--- src/rtl/rd_b_bias_stream.sv ---
// rd_b_bias_stream: burst bias reader from single-port BRAM with elastic valid/ready output
module rd_b_bias_stream #(
  parameter int OCH = 16,
  parameter int OCH_B = 4,
  parameter int B_BW = 16,
  parameter int BRAM_LAT = 1,
  parameter int FIFO_D = 4,
  localparam int AW = $clog2(OCH),
  localparam int OCH_T = OCH / OCH_B,
  localparam int IDX_BW = (OCH_T > 1) ? $clog2(OCH_T) : 1,
  localparam int LEN_BW = $clog2(OCH_T + 1)
) (
  input  logic              clk,
  input  logic              areset_n,
  input  logic              i_run,
  input  logic [AW-1:0]     i_rd_start_addr,
  input  logic [LEN_BW-1:0] i_rd_len,
  output logic              o_idle,
  output logic              o_run,
  output logic              o_n_ready,
  output logic              o_en_err,
  output logic [IDX_BW-1:0] o_ot_idx,
  output logic [B_BW-1:0]   o_ot_bias,
  output logic              o_ot_valid,
  input  logic              i_ot_ready,
  output logic              o_ot_done,
  output logic [AW-1:0]     b_o_bias_addr,
  output logic              b_o_bias_ce,
  output logic              b_o_bias_we,
  input  logic [B_BW-1:0]   b_i_bias_q
);
  localparam int FW = $clog2(FIFO_D);
  localparam int CW = FW + 1;
  typedef enum logic [1:0] {S_IDLE, S_ISSUE, S_DRAIN} state_t;
  state_t state, state_nx;
  logic [AW-1:0] addr;
  logic [LEN_BW-1:0] len, issue_cnt;
  logic [IDX_BW-1:0] beat;
  logic [BRAM_LAT-1:0] fl;
  logic [CW-1:0] infl, wp, rp, occ;
  logic [B_BW-1:0] mem [FIFO_D];
  logic accept, issue, last_issue, valid, pop, last_beat, land;
  assign occ        = wp - rp;
  assign land       = fl[BRAM_LAT-1];
  assign accept     = i_run && state == S_IDLE && i_rd_len <= LEN_BW'(OCH_T);
  assign issue      = state == S_ISSUE && (int'(occ) + int'(infl) < FIFO_D);
  assign last_issue = issue && issue_cnt == len - LEN_BW'(1);
  assign valid      = occ != '0;
  assign pop        = valid && i_ot_ready;
  assign last_beat  = valid && LEN_BW'(beat) == len - LEN_BW'(1);
  // next-state: a burst runs issue then drain, ending once its last beat is taken
  always_comb begin
    state_nx = state;
    state_nx = accept ? S_ISSUE : last_issue ? S_DRAIN : (state == S_DRAIN && pop && last_beat) ? S_IDLE : state;
  end
  // state register
  always_ff @(posedge clk or negedge areset_n)
    if (!areset_n) state <= S_IDLE;
    else state <= state_nx;
  // burst bookkeeping: address walk, counters, in-flight reads, FIFO pointers, sticky error
  always_ff @(posedge clk or negedge areset_n)
    if (!areset_n) begin
      addr      <= '0;
      len       <= '0;
      issue_cnt <= '0;
      beat      <= '0;
      fl        <= '0;
      infl      <= '0;
      wp        <= '0;
      rp        <= '0;
      o_en_err  <= 1'b0;
    end else begin
      if (i_run && (state != S_IDLE || i_rd_len > LEN_BW'(OCH_T))) o_en_err <= 1'b1;
      fl   <= BRAM_LAT'({fl, issue});
      infl <= infl + CW'(issue) - CW'(land);
      if (land) wp <= wp + CW'(1);
      if (pop) begin
        rp   <= rp + CW'(1);
        beat <= beat + IDX_BW'(1);
      end
      if (accept) begin
        addr      <= i_rd_start_addr;
        len       <= i_rd_len == '0 ? LEN_BW'(OCH_T) : i_rd_len;
        issue_cnt <= '0;
        beat      <= '0;
      end else if (issue) begin
        addr      <= addr == AW'(OCH - 1) ? '0 : addr + AW'(1);
        issue_cnt <= issue_cnt + LEN_BW'(1);
      end
    end
  // elastic buffer storage, written as each read's data returns
  always_ff @(posedge clk)
    if (land) mem[wp[FW-1:0]] <= b_i_bias_q;
  assign o_idle        = state == S_IDLE;
  assign o_run         = !o_idle;
  assign o_n_ready     = last_issue;
  assign o_ot_idx      = beat;
  assign o_ot_valid    = valid;
  assign o_ot_bias     = valid ? mem[rp[FW-1:0]] : '0;
  assign o_ot_done     = last_beat;
  assign b_o_bias_addr = addr;
  assign b_o_bias_ce   = issue;
  assign b_o_bias_we   = 1'b0;
endmodule
--- config.mk ---
export PLATFORM = sky130hd
export DESIGN_NAME = rd_b_bias_stream
export DESIGN_NICKNAME = d
export VERILOG_FILES = /design/src/rtl/rd_b_bias_stream.sv
export SDC_FILE = /design/constraint.sdc
export NUM_CORES = 1
export LEC_CHECK = 0
export BUFFER_PORTS_ARGS = -buffer_cell sky130_fd_sc_hd__buf_2
export CAP_MARGIN = 0
export CORE_MARGIN = 2
export CORE_UTILIZATION = 50
export DETAILED_ROUTE_END_ITERATION = 6
export HOLD_SLACK_MARGIN = 0.06
export PLACE_DENSITY = 0.71
export RECOVER_POWER = 25
export SLEW_MARGIN = 40
export SYNTH_ARGS = -nofsm -noshare
export SYNTH_HDL_FRONTEND = slang
export SYNTH_SLANG_ARGS = --single-unit
--- constraint.sdc ---
create_clock -name clk -period 7.7 [get_ports clk]
set_input_delay 0.385 -clock clk [delete_from_list [all_inputs] [get_ports clk]]
set_output_delay 0.385 -clock clk [all_outputs]
set_load 0.05 [all_outputs]
==> flow_metrics.py <==
metrics = {
    "cells_and_area": {
        "syn_to_final_growth_pct": 14.61,
        "drive_above_1_share": 0.2787,
        "final_nets": 342,
        "nFillCells": 577,
        "final_area_sq_um": 4407,
        "seqCellArea_sq_um": 2547,
        "multi_input_area_sq_um": 1212,
        "n_antenna_cell": 0,
    },
    "synth": {
        "yosysUniqueCellTypes": 40,
        "synthTopCellsByArea": "edfxtp_1 50%, dfrtp_1 16%, mux4_2 9.4%",
        "synth_cells": 239,
        "ys_ff_latch": 89,
        "synth_async_sr_flop_share": 0.2809,
        "synth.most_common_cell": "edfxtp_1",
        "yosysSeqAreaShare": 0.6625,
        "synth_nets": 281,
        "yosysTopAreaCellShare": 0.4998,
        "synth-edff-count": 64,
        "synth_common_cells": "64 x edfxtp_1, 25 x dfrtp_1, 20 x and2_1",
        "syn_area_per_cell_sq_um": 16.09,
        "ys_warn_count": 0,
        "synth-main-ff-cell": "edfxtp_1",
        "synth_top_cell_by_area": "edfxtp_1",
        "synth.cell_area_sq_um": 3845,
    },
    "floorplan": {
        "core_region_area_sq_um": 7331,
        "die_x_um": 91.69,
        "die_h_um": 91.69,
        "start_util": 0.5245,
        "num_rows": 31,
        "io_pins": 57,
        "dieArea_sq_um": 8407,
    },
    "drt": {
        "routed_wl_mm": 6.327,
        "antenna_left": 0,
        "wl_per_cell_um": 15.66,
        "num_vias": 2128,
        "route.detailed.drc": 0,
        "drt_iter0_markers": 83,
        "detail_route.first_pass.iterations": 4,
        "post_drt_via_cell_ratio": 5.267,
    },
    "critical_path": {
        "cp-end-kind": "output pin",
        "path_class": "reg2out",
        "critPathMaxFanout": 19,
        "critical_path.startpoint_type": "register",
        "cp.arrival_ps": 3460,
        "required_ps": 7320,
        "r2r.worst_path.cells": 11,
    },
    "global_routing": {
        "grt_pass1_vias": 2131,
        "grt_overflow": 0,
        "grt_pass1_wl_mm": 10.47,
        "grt_usage": 0.1632,
        "antenna_found_initial": 0,
        "grt_max_degree": 26,
    },
    "run_status": {
        "status": "finished clean",
    },
    "sta": {
        "rsz0062_at_grt": "false",
        "finalCritPeriodShare": 0.4992,
        "slew_headroom": 0.4611,
        "setup_violations": 0,
        "skew_ps": 15.95,
        "hold_viol_final": 0,
        "finalCriticalPeriod_ps": 3843,
        "slew_violations": 0,
        "tightest_slew_ps": 808.3,
        "clock.fmax_mhz": 260.2,
        "tns_ps": 0,
        "hold_ws_ps": 251.8,
    },
    "flow_run": {
        "maxCapViolCount": 0,
    },
    "cts": {
        "cts_tree": "done",
        "clk_pin_slew_ps": 100,
        "cts_setup_buffers": 0,
        "insertion_delay_ps": 350,
        "h-tree-depth": 3,
        "clk_path_buf_depth": 2,
        "clock-sinks": 89,
        "clock-root-buffer": "clkbuf_8",
        "numCtsBuffers": 9,
    },
    "hold_path": {
        "hold_path_class": "in2reg",
        "worstHoldPathCells": 3,
    },
    "placement": {
        "gp_congestion": 0.7881,
        "place_area_sq_um": 4212,
        "port_buffers": 55,
        "dp_hpwl_mm": 4.186,
    },
}
layer usage:
layer,track usage,share of wire,wire [um]
met1,0.2142,0.44,2801
met2,0.2678,0.49,3092
met3,0.04273,0.053,336
met4,0.05473,0.015,97
met5,0,0,0
final cells by class:
cell class / instances / area share
clock buffers: 9 / 0.02811
clock inverters: 7 / 0.01732
well taps: 99 / 0.02811
multi-input cells: 130 / 0.2751
repair buffers: 57 / 0.06218
flip-flops and latches: 89 / 0.5781
inverters: 13 / 0.01107
path summary, 6_finish.rpt:
kind | from | to | slack (ps)
setup / recovery | rp[1] | o_n_ready | 3860
hold / removal | i_rd_start_addr[0] | b_o_bias_addr[0] | 250
setup reg to reg | rp[1] | infl[2] | 4040
hold reg to reg | o_en_err | o_en_err | 470
max in group asynchronous | areset_n | wp[0] | 6780
min in group asynchronous | areset_n | o_en_err | 550
worst max-delay path, stage by stage (launching register included):
cell	delay [ps]
dfrtp_1	880
inv_1	140
fa_1	420
xnor3_2	300
ha_1	210
nor3b_1	240
nand3_2	230
nor4_4	360
buf_2	320
sequential cells by signal (all words and copies together) (netlist names):
signal / count
infl: 3
state: 2
wp: 3
o_ot_idx: 2
b_o_bias_addr: 4
fl: 1
mem: 64
o_en_err: 1
rp: 3
len: 3
issue_cnt: 3
through the flow:
step	setup slack (ps)	utilization	instances
global route	3531	0.6011	404
finish	3857	0.6011	404
detailed placement	4006	0.5745	387
CTS	3791	0.6032	404
global placement	4098	0.5743	387
floorplan	3935	-	239
repair_timing:
item,4_1_cts,5_1_grt
hold buffers,1,0
endpoints found under the hold margin,25,0
resized for setup,0,0
cells in the final DEF, fill, tap and decap left out, drive strengths merged, types with 2 or more instances in the layout:
cell and n:
a21o 2, a31oi 3, and2 20, and3 2
buf 41, clkbuf 24, clkinv 3, clkinvlp 2
dfrtp 25, edfxtp 64, fa 2, ha 13
inv 14, mux4 16, nand2 15, nand2b 2
nand3 8, nor2 9, o21ai 10, o31ai 2
xnor2 7, xor2 6
cell families after synthesis:
logic type | share of synthesized area
flops | 0.6625
simple gates | 0.08981
compound gates | 0.03547
buf+inv | 0.02343
mux | 0.09925
fa+ha+maj | 0.05272
xor+xnor | 0.03580
other cells | 0.0009753
Power is not shown: default switching activity piles up to over one toggle a cycle in this logic, so the estimate is an artifact.
